[src/rtl/topk_argmax_stream.sv]
// ============================================================================
// topk_argmax_stream : streaming best/second-best tracker over a score frame
// Rev 1.0 - initial release
// ============================================================================
`default_nettype none

module topk_argmax_stream #(
  parameter int IN_SIZE    = 10,
  parameter int DATA_WIDTH = 16,
  parameter int IDX_WIDTH  = 4,
  parameter int TIE_FIRST  = 1
) (
  input  logic                         clk,
  input  logic                         reset_n,
  input  logic                         start_argmax,
  input  logic                         data_valid,
  input  logic signed [DATA_WIDTH-1:0] class_in,
  output logic                         busy,
  output logic                         finish_argmax,
  output logic        [IDX_WIDTH-1:0]  index_out,
  output logic signed [DATA_WIDTH-1:0] max_out,
  output logic        [IDX_WIDTH-1:0]  second_idx,
  output logic        [DATA_WIDTH:0]   margin_out
);

  localparam int CNT_W = (IN_SIZE > 1) ? $clog2(IN_SIZE) : 1;
  localparam logic [CNT_W-1:0] c_last = CNT_W'(IN_SIZE - 1);

  typedef enum logic [1:0] {
    S_IDLE    = 2'd0,
    S_COLLECT = 2'd1,
    S_FINISH  = 2'd2
  } state_t;

  state_t                        r_state;
  state_t                        w_next;
  logic                          r_phase;
  logic        [CNT_W-1:0]       r_count;
  logic signed [DATA_WIDTH-1:0]  r_max;
  logic signed [DATA_WIDTH-1:0]  r_second;
  logic        [IDX_WIDTH-1:0]   r_max_idx;
  logic        [IDX_WIDTH-1:0]   r_second_idx;
  logic        [DATA_WIDTH:0]    r_margin;

  logic                          w_accept;
  logic                          w_take;
  logic                          w_beats_max;
  logic                          w_beats_sec;
  logic        [IDX_WIDTH-1:0]   w_k;

  // A start seen during the result pulse is not yet an IDLE-cycle request.
  assign w_accept = (r_state == S_IDLE) && start_argmax && !finish_argmax;
  assign w_take   = (r_state == S_COLLECT) && data_valid;
  assign w_k      = IDX_WIDTH'(r_count);
  assign busy     = (r_state == S_COLLECT) || (r_state == S_FINISH);

  assign w_beats_max = (TIE_FIRST != 0) ? (class_in > r_max)    : (class_in >= r_max);
  assign w_beats_sec = (TIE_FIRST != 0) ? (class_in > r_second) : (class_in >= r_second);

  always_ff @(posedge clk or negedge reset_n) begin
    if (!reset_n) begin
      r_state <= S_IDLE;
    end else begin
      r_state <= w_next;
    end
  end

  always_comb begin
    w_next = r_state;
    case (r_state)
      S_IDLE:    if (w_accept) w_next = S_COLLECT;
      S_COLLECT: if (w_take && (r_count == c_last)) w_next = S_FINISH;
      S_FINISH:  if (r_phase) w_next = S_IDLE;
      default:   w_next = S_IDLE;
    endcase
  end

  // Running top-2 update, one beat per cycle
  always_ff @(posedge clk or negedge reset_n) begin
    if (!reset_n) begin
      r_count      <= '0;
      r_max        <= '0;
      r_second     <= '0;
      r_max_idx    <= '0;
      r_second_idx <= '0;
    end else if (w_accept) begin
      r_count <= '0;
    end else if (w_take) begin
      r_count <= r_count + 1'b1;
      if (r_count == '0) begin
        r_max     <= class_in;
        r_max_idx <= '0;
      end else if (w_beats_max) begin
        r_second     <= r_max;
        r_second_idx <= r_max_idx;
        r_max        <= class_in;
        r_max_idx    <= w_k;
      end else if ((r_count == CNT_W'(1)) || w_beats_sec) begin
        r_second     <= class_in;
        r_second_idx <= w_k;
      end
    end
  end

  // FINISH spans two cycles: margin subtract, then result publish.
  always_ff @(posedge clk or negedge reset_n) begin
    if (!reset_n) begin
      r_phase       <= 1'b0;
      r_margin      <= '0;
      finish_argmax <= 1'b0;
      index_out     <= '0;
      max_out       <= '0;
      second_idx    <= '0;
      margin_out    <= '0;
    end else begin
      finish_argmax <= 1'b0;
      if (r_state == S_FINISH) begin
        r_phase <= ~r_phase;
        if (!r_phase) begin
          r_margin <= {r_max[DATA_WIDTH-1], r_max} - {r_second[DATA_WIDTH-1], r_second};
        end else begin
          finish_argmax <= 1'b1;
          index_out     <= r_max_idx;
          max_out       <= r_max;
          second_idx    <= r_second_idx;
          margin_out    <= r_margin;
        end
      end else begin
        r_phase <= 1'b0;
      end
    end
  end

endmodule

`default_nettype wire

[config.mk]
export PLATFORM = sky130hd
export DESIGN_NAME = topk_argmax_stream
export DESIGN_NICKNAME = d
export VERILOG_FILES = /design/src/rtl/topk_argmax_stream.sv
export SDC_FILE = /design/constraint.sdc
export NUM_CORES = 1
export LEC_CHECK = 0
export CAP_MARGIN = 20
export CORE_ASPECT_RATIO = 1.5
export CORE_UTILIZATION = 40
export CTS_CLUSTER_DIAMETER = 50
export DETAILED_ROUTE_END_ITERATION = 8
export GPL_ROUTABILITY_DRIVEN = 0
export PLACE_DENSITY = 0.64
export SETUP_SLACK_MARGIN = 0.1
export SYNTH_ARGS = -nofsm -noshare
export SYNTH_HDL_FRONTEND = slang
export SYNTH_SLANG_ARGS = --single-unit
[constraint.sdc]
create_clock -name clk -period 7.7 [get_ports clk]
set_input_delay 1.54 -clock clk [delete_from_list [all_inputs] [get_ports clk]]
set_output_delay 1.54 -clock clk [all_outputs]
set_load 0.01 [all_outputs]
======== Word level (Yosys, flattened, before mapping) ========
Index checks and enable logic that the tools add are counted.
cells by class
  add/subtract/negate cells ............... 2
  reductions and logical operators ........ 17
  magnitude comparators ................... 2
  muxes and demuxes ....................... 17
  equal/unequal tests ..................... 7
  bitwise logic cells ..................... 3
operators with widths
  operator                                                         count
  16-bit 2-to-1 mux                                                4
  16-bit > comparator                                              2
  4-bit 2-to-1 mux                                                 6
  16-bit by 16-bit subtractor with 17-bit output                   1
  2-bit 2-to-1 mux                                                 3
  2-bit one-hot mux with 3 select lines                            1
  3-bit AND reduction                                              2
  2-bit nonzero test                                               3
  4-bit by 1-bit adder with 4-bit output, second input constant    1
  4-bit by 1-bit == test with 1-bit output, second input constant  1
  4-bit == test, second input constant                             1
  1-bit logical AND                                                4
  4-bit logical NOT                                                1
  2-bit != test, second input constant                             2
  2-bit AND reduction                                              2
  4-bit AND reduction                                              1
  1-bit 2-to-1 mux                                                 3
  1-bit NOT                                                        3
  2-bit by 1-bit == test with 1-bit output, second input constant  1
  2-bit == test, second input constant                             1
  2-bit logical NOT                                                1
  1-bit logical OR                                                 2
  2-bit by 1-bit != test with 1-bit output, second input constant  1
  1-bit logical NOT                                                1
storage, ports and cells
  logic and storage cells ................. 61
  flip-flop bits (word level) ............. 106

======== Longest topological paths before layout ========
Gate-level depths: netlist of the first run.
  depth after elaboration ................. 5
  depth in mapped cells ................... 11

======== Worst setup path before layout of the first run ========
No wires, ideal clock.
  path type ............................... input-to-reg
  start point ............................. in class_in[5]
  end point ............................... reg r_max[10]
  library setup time ...................... 125 ps
  arrival time ............................ 3442 ps
  stages .................................. 9
  setup slack ............................. 4133 ps
  path through ............................ ha_1 a211oi_2 nor2_1 nor4b_2 and4bb_1 nor2_2 a211o_1 buf_6 mux2_4
on the way
  cells in the longest elaborated chain, start to end .. 3
RTL lines
  item                                  line  source
  start: declaration                    17    input logic signed [DATA_WIDTH-1:0] class_in,
  16-bit > comparator                   57    assign w_beats_max = (TIE_FIRST != 0) ? (class_in > r_max) : (class_in >= r_max);
  2-bit nonzero test (no source line)   n/a
  3-bit AND reduction (no source line)  n/a
  end signal: assignment                91    r_max <= class_in;
  end signal: assignment                96    r_max <= class_in;
  end: declaration                      39    logic signed [DATA_WIDTH-1:0] r_max;
Every way passes these cells.
A chain may end at the register's enable or synchronous reset.

======== Worst setup path in the final report of the first run ========
  start point ............................. in class_in[5]
  end point ............................... reg r_second[14]
on the way
  cells in the longest elaborated chain, start to end .. 4
  elaborated cells on any way between the ends .. 6
RTL lines
  item                                  line  source
  16-bit > comparator                   58    assign w_beats_sec = (TIE_FIRST != 0) ? (class_in > r_second) : (class_in >= r_second);
  1-bit logical OR                      98    end else if ((r_count == CNT_W'(1)) || w_beats_sec) begin
  2-bit nonzero test (no source line)   n/a
  4-bit AND reduction (no source line)  n/a
  end signal: assignment                94    r_second <= r_max;
  end signal: assignment                99    r_second <= class_in;
  end: declaration                      40    logic signed [DATA_WIDTH-1:0] r_second;
Several ways; a longest one is shown, not always the timed one.

==> metrics.cfg, run 1 <==
[run_status]
status=finished clean

[sta]
rsz0062_at_grt=no
tightest_slew_ns=0.877
max_freq_ghz=0.225
post-route-period-util=0.577
slew_headroom=0.415
slew_violations=0
finalSetupTns_ns=0
holdWs_ns=0.471
hold_violations=0
skew_ns=0.00994
layout_min_cycle_time_ns=4.44
setup_viol=0

[flow_run]
max-cap-violations=0

[route]
num_vias=4561
wl_um=14000
drtIter0Drc=214
drt.antenna.violating_nets=0
firstDrtPassIters=4
avgViaCountPerCell=5.39
drc=0
wl_per_cell_um=16.6

[clock_network]
clockBufferDepth=2
clock_sinks=106
clk_pin_slew_worst_paths_ns=0.07
h-tree-depth=3
post_cts_buffers=0
cts.hold.buffers_added=0
cts_tree=done
clk_latency_ns=0.34
cts.repair.resized=0
numCtsBuffers=9
cts_root_buf=clkbuf_16

[yosys]
synth.top_cells.by_area=dfrtp_1 (44%), ha_1 (11%), nand2_1 (5.4%)
synth_area_sq_um=6010
synth_common_cells=dfrtp_1 (106), nand2_1 (87), ha_1 (55)
synth_top_cell_area_share=0.441
post-synth-top-count-cell=dfrtp_1
synth_ff_type=dfrtp_1
synth.distinct_cells=53
synth_warnings=0
synth-async-reset-ratio=1.00
synth_seq_area_share=0.441
ys_ff_latch=106
syn_avg_cell_area_sq_um=10.2
synth_cells=588
syn_nets=664
synth_edf_count=0
yosys.area.top_type=dfrtp_1

[power_and_ir_drop]
power_density_nw_per_um2=414
p_leak_uw=0.00343
vdd_drop_max_mv=0.152

[critical_path]
crit_path_end_kind=flip-flop
arrival_ns=4.72
r2r_end=r_second[14]
r2r_slack_ns=4.47
rr_startpoint=r_max[5]
crit_required_ns=7.98
crit_path_start_kind=primary input
crit_end=r_second[14]
crit_start=class_in[5]
rr_worst_depth=10
critPathKind=primary input to flip-flop
path_max_fanout=22

[grt]
gr-total-overflow=0
grt.total_usage=0.191
grt_pass1_wl_um=23000
grt_max_degree=60
grt_pass1_vias=4713
grt_antenna_before_repair=0

[place]
dp_hpwl_um=10300
io_buffer_count=62

[die]
die_width_um=102
die-area_sq_um=15500
core_sq_um=14600
num_rows=54
initial_core_util=0.412
die_h_um=152
io-pin-count=63

[layout]
fin_nets=722
num_antenna_cells=0
drive_gt1_frac=0.114
syn2layout_area_growth_pct=19.1

[hold_path]
hp-class=flip-flop to flip-flop

## state kept, by name, summed over array words and instances, names as in the netlist
| name | count |
|---|---|
| r_count | 4 |
| r_second_idx | 4 |
| r_margin | 17 |
| max_out | 16 |
| r_state | 2 |
| r_second | 16 |
| margin_out | 17 |
| r_max | 16 |
| r_max_idx | 4 |
| second_idx | 4 |
| r_phase | 1 |
| index_out | 4 |
| finish_argmax | 1 |
## power by group
group | switching (uW) | internal, uW
logic | 816 | 731
registers | 161 | 791
clock network | 202 | 260
total | 1180 | 1780
## metal layers
layer | track usage | vias up | wire length [um]
met3 | 0.0234 | 24 | 414
met1 | 0.233 | 2226 | 6010
li1 | - | 2217 | -
met4 | 0.0741 | 0 | 330
met2 | 0.334 | 94 | 7250
met5 | 0 | - | 0
## critical path, cell delays in order
cell and delay [ns]:
clkdlybuf4s50_1 0.46, ha_1 0.35, a211oi_2 0.22, nor2_1 0.11, nor4b_2 0.28, and4bb_1 0.28, nor2_2 0.13, buf_4 0.29
and2_1 0.76, a221o_1 0.29
## through the flow
stage	utilization	cells	area, sq um	total power [uW]	setup WS, ns
floorplan	-	588	6010	1960	4.13
global placement	0.468	829	6820	2440	2.91
detailed placement	0.470	831	6870	2510	2.90
CTS	0.491	846	7160	2980	3.28
global route	0.491	846	7160	3190	3.14
finish	0.491	846	7160	2960	3.26
## worst min-delay path by stage
| stage | start | to | slack (ns) | cells past startpoint |
|---|---|---|---|---|
| floorplan | r_margin[3] | r_margin[3] | 0.43 | 2 |
| global placement | r_margin[4] | r_margin[4] | 0.45 | 2 |
| detailed placement | r_margin[3] | r_margin[3] | 0.46 | 2 |
| CTS | r_margin[3] | r_margin[3] | 0.48 | 2 |
| global route | max_out[8] | max_out[8] | 0.50 | 2 |
| finish | r_margin[11] | r_margin[11] | 0.47 | 2 |
## layout by cell type (no fill, tap or decap), types with 8 or more instances in the layout
cell,n
a21oi_1,18
a221o_1,20
and3_1,16
clkbuf_16,9
clkdlybuf4s50_1,61
dfrtp_1,106
ha_1,55
inv_1,43
mux2_2,25
mux2_4,17
nand2_1,86
nand4_1,8
nor2_1,19
o21ai_0,40
o22ai_1,16
## cell type report
cell class	count	area, sq um
fill	1350	7430
multi-input combinational	415	3100
sequential	106	2650
timing repair buffer	70	706
tap	196	245
clock buffer	11	243
inverter	44	165
clock inverter	4	51.3
## cells by family after synthesis
| kind of cell | synth area share |
|---|---|
| and+or+nand+nor | 0.133 |
| DFF | 0.441 |
| muxes | 0.0943 |
| xor gates and xnor gates | 0.0175 |
| AOI/OAI and AO/OA | 0.151 |
| buffers and inverters | 0.0452 |
| adders and majority gates | 0.118 |
Power figures use the tool's default switching activity.
==> inputs of run 2 (changes only) <==
==> constraint.sdc (replaced) <==
create_clock -name clk -period 4.1 [get_ports clk]
set_input_delay 0.82 -clock clk [delete_from_list [all_inputs] [get_ports clk]]
set_output_delay 0.82 -clock clk [all_outputs]
set_load 0.01 [all_outputs]
==> metrics.cfg, run 2 (same netlist as run 1, synthesis figures left out) <==
[clock_network]
cts_root_buf=clkbuf_16
clockBufferDepth=2
cts.hold.buffers_added=0
clk_latency_ns=0.35
cts_tree=done
h-tree-depth=3
clock_sinks=106
cts.repair.resized=0
post_cts_buffers=0
numCtsBuffers=9
clk_pin_slew_worst_paths_ns=0.07

[grt]
grt_pass1_wl_um=23200
grt_pass1_vias=4760
grt_antenna_before_repair=0
top_usage_layer=met2
globalRouteMet2Util=0.333
gr-total-overflow=0
globalRouteMet1Util=0.231
grt_util_met3=0.0275
grt_max_degree=71
grt.total_usage=0.192

[critical_path]
cpPeakStageDelay_ns=0.69
rr_worst_depth=10
path_max_fanout=20
cp_num_cells=10
arrival_ns=3.93
r2r_slack_ns=0.96
cp_slowest_cell=and2_1
crit_family=simple AND/OR/NAND/NOR gates
worst-path-buf-inv=2
cp_cell_sequence=clkdlybuf4s50_1 > ha_1 > o21ai_0 > nor2_1 > nor4b_2 > and4bb_1 > nor2_2 > buf_4 > and2_1 > a221o_1
crit_path_end_kind=flip-flop
critPathKind=primary input to flip-flop
crit_path_start_kind=primary input
crit_required_ns=4.38

[flow_run]
max-cap-violations=0

[sta]
max_freq_ghz=0.274
layout_min_cycle_time_ns=3.65
slew_violations=0
setup_viol=0
finalSetupTns_ns=0
slew_headroom=0.405
skew_ns=0.0127
rsz0062_at_grt=no
hold_violations=0
holdWs_ns=0.467
post-route-period-util=0.891
setup_ws_ns=0.446
tightest_slew_ns=0.892

[route]
wl_um=14000
num_vias=4570
firstDrtPassIters=4
drt.antenna.violating_nets=0
drtIter0Drc=217
avgViaCountPerCell=5.38
wl_per_cell_um=16.4
drc=0

[layout]
final_core_util=0.493
top_regs=margin_out (17), r_margin (17)
fin_nets=725
drive_gt1_frac=0.119
num_antenna_cells=0
layout_common_cells=dfrtp_1 (106), nand2_1 (86), clkdlybuf4s50_1 (61)
fillers=1374
final_common_cell=dfrtp_1
syn2layout_area_growth_pct=19.5

[power_and_ir_drop]
power_density_nw_per_um2=776
p_leak_uw=0.00344
vdd_drop_max_mv=0.282

[place]
io_buffer_count=62
place_ws_ns=0.137
dp_hpwl_um=10300

[die]
num_rows=54
die-area_sq_um=15500
io-pin-count=63
die_h_um=152
initial_core_util=0.412
die_width_um=102
core_sq_um=14600

[hold_path]
min_path_cells=2
hp-class=flip-flop to flip-flop

[run_status]
status=finished clean

[run 2: cell count changes in the layout (fill, tap and decap cells not counted), sizes merged]
cell      change
buf           +3
clkbuf        -1
clkinv        +1
clkinvlp      +1
[run 2: metal layers]
layer | wire [um] | vias up
li1 | - | 2218
met1 | 5860 | 2211
met2 | 7270 | 119
met3 | 488 | 22
met4 | 340 | 0
met5 | 0 | -
[run 2: area by class of cell]
class,count,area [sq um],area share
Tap cell,196,245,0.0341
Clock inverter,6,66.3,0.00923
Clock buffer,10,229,0.0319
Timing Repair Buffer,73,733,0.102
Sequential cell,106,2650,0.369
Multi-Input combinational cell,415,3100,0.431
Inverter,44,165,0.0230
[run 2: worst reg2reg max path, stage by stage (launching register included)]
cell and delay, ns:
dfrtp_1 0.42, inv_1 0.09, ha_1 0.31, a211oi_2 0.22, nor2_1 0.12, nor4b_2 0.33, and4bb_1 0.30, nor2_2 0.17
buf_4 0.16, and2_1 0.69, a221o_1 0.29
[run 2: power breakdown]
group | internal, uW | switching (uW) | leakage, uW
Sequential | 1490 | 297 | 0.00131
Combinational | 1390 | 1540 | 0.00199
Clock | 476 | 388 | 0.000140
[run 2: worst paths after layout]
check / start / to
min reg2reg: r_margin[4] / r_margin[4]
min in group asynchronous: reset_n / max_out[2]
max in group asynchronous: reset_n / r_second_idx[3]
max: class_in[6] / r_second[8]
min: r_margin[4] / r_margin[4]
max reg2reg: r_max[5] / r_second[8]
[run 2: metrics by stage]
stage	instances	instance area, sq um	power (uW)
CTS	849	7170	5600
global placement	832	6860	4600
detailed placement	833	6870	4710
finish	850	7190	5580
global route	850	7190	6010
floorplan	588	6010	3670
==> inputs of run 3 (changes only) <==
==> constraint.sdc (replaced) <==
create_clock -name clk -period 4 [get_ports clk]
set_input_delay 0.8 -clock clk [delete_from_list [all_inputs] [get_ports clk]]
set_output_delay 0.8 -clock clk [all_outputs]
set_load 0.01 [all_outputs]
==> metrics.cfg, run 3 (same netlist as run 1, synthesis figures left out) <==
[run_status]
status=finished clean

[clock_network]
clockBufferDepth=2
clk_pin_slew_worst_paths_ns=0.07
cts_tree=done
clock_sinks=106
clk_latency_ns=0.35
cts.repair.resized=0
post_cts_buffers=0
h-tree-depth=3
numCtsBuffers=9
cts.hold.buffers_added=0
cts_root_buf=clkbuf_16

[layout]
top_regs=margin_out (17), r_margin (17)
num_antenna_cells=0
drive_gt1_frac=0.117
final_common_cell=dfrtp_1
fin_nets=724
layout_common_cells=dfrtp_1 (106), nand2_1 (86), clkdlybuf4s50_1 (61)
final_core_util=0.492
syn2layout_area_growth_pct=19.5

[sta]
post-route-period-util=0.928
slew_headroom=0.413
skew_ns=0.0118
max_freq_ghz=0.269
tightest_slew_ns=0.880
finalSetupTns_ns=0
setup_ws_ns=0.287
setup_viol=0
layout_min_cycle_time_ns=3.71
hold_violations=0
slew_violations=0
holdWs_ns=0.464
rsz0062_at_grt=no

[critical_path]
r2r_end=r_second[6]
r2r_slack_ns=0.82
crit_path_start_kind=primary input
path_max_fanout=20
rr_worst_depth=9
rr_startpoint=r_max[5]
arrival_ns=3.98
crit_required_ns=4.27
crit_path_end_kind=flip-flop
critPathKind=primary input to flip-flop

[route]
wl_per_cell_um=16.8
drtIter0Drc=246
wl_um=14200
num_vias=4606
avgViaCountPerCell=5.43
firstDrtPassIters=5
drc=0
drt.antenna.violating_nets=0

[grt]
grt_pass1_wl_um=23700
gr-total-overflow=0
grt_pass1_vias=4761
grt.total_usage=0.196
grt_antenna_before_repair=0
grt_max_degree=107

[die]
num_rows=54
initial_core_util=0.412
die-area_sq_um=15500
io-pin-count=63
die_h_um=152
die_width_um=102
core_sq_um=14600

[power_and_ir_drop]
p_leak_uw=0.00345
pwr-share-seq=0.317
power_density_nw_per_um2=804
p_comb_frac=0.518
swShare=0.395
clockPowerShare=0.165
p_int_uw=3490
vdd_drop_max_mv=0.309
p_sw_uw=2280

[place]
dp_hpwl_um=10500
io_buffer_count=62
place_ws_ns=0.0101

[hold_path]
min_path_cells=2
hp-start=r_margin[8]
whs_endpoint=r_margin[8]
hp-class=flip-flop to flip-flop

[flow_run]
max-cap-violations=0

[run 3: cell types whose count changed in the layout (fill, tap and decap cells not counted), sizes merged]
| cell | change |
|---|---|
| bufinv | +1 |
| buf | -1 |
| clkinv | -1 |
| clkinvlp | -2 |
| clkbuf | +1 |
[run 3: final cells by class]
cell class / instances / area [sq um]
clock buffers: 11 / 243
clock inverters: 4 / 73.8
fillers: 1370 / 7410
inverters: 44 / 165
multi-input cells: 415 / 3100
flip-flops and latches: 106 / 2650
well taps: 196 / 245
repair buffers: 72 / 709
[run 3: layer usage]
| metal | global-route usage | part of all wire | vias up |
|---|---|---|---|
| met3 | 0.0271 | 0.039 | 43 |
| met4 | 0.0891 | 0.035 | 0 |
| met5 | 0 | 0 | - |
| met2 | 0.337 | 0.52 | 136 |
| li1 | - | - | 2215 |
| met1 | 0.238 | 0.41 | 2212 |
[run 3: power groups by stage]
stage                     combinational [uW]  sequential [uW]  clock (uW)
after global routing                    3300             1900        1010
after detailed placement                2970             1850           0
after CTS                               2990             1830         977
after global placement                  2860             1830           0
after floorplan                         1910             1860           0
final                                   2990             1830         954
[run 3: worst max-delay path, stage by stage]
cell	delay (ns)
clkdlybuf4s50_1	0.51
ha_1	0.35
nand4_1	0.18
nor4_1	0.55
a221oi_1	0.11
a211oi_1	0.41
and2_1	0.78
a221o_1	0.29
[run 3: worst max path at each step]
stage	start	endpoint
2_1_floorplan	class_in[5]	r_max[10]
3_3_place_gp	class_in[5]	r_second[15]
3_5_place_dp	class_in[3]	r_second[6]
4_1_cts	class_in[3]	r_second[6]
5_1_grt	class_in[5]	r_second[6]
6_report	class_in[15]	r_second[6]
[run 3: metrics by stage]
| stage | std cells | cell area [sq um] | power, uW |
|---|---|---|---|
| 5_1_grt | 848 | 7190 | 6210 |
| 4_1_cts | 847 | 7180 | 5800 |
| 3_3_place_gp | 831 | 6850 | 4690 |
| 3_5_place_dp | 832 | 6860 | 4820 |
| 2_1_floorplan | 588 | 6010 | 3770 |
| 6_report | 848 | 7190 | 5780 |
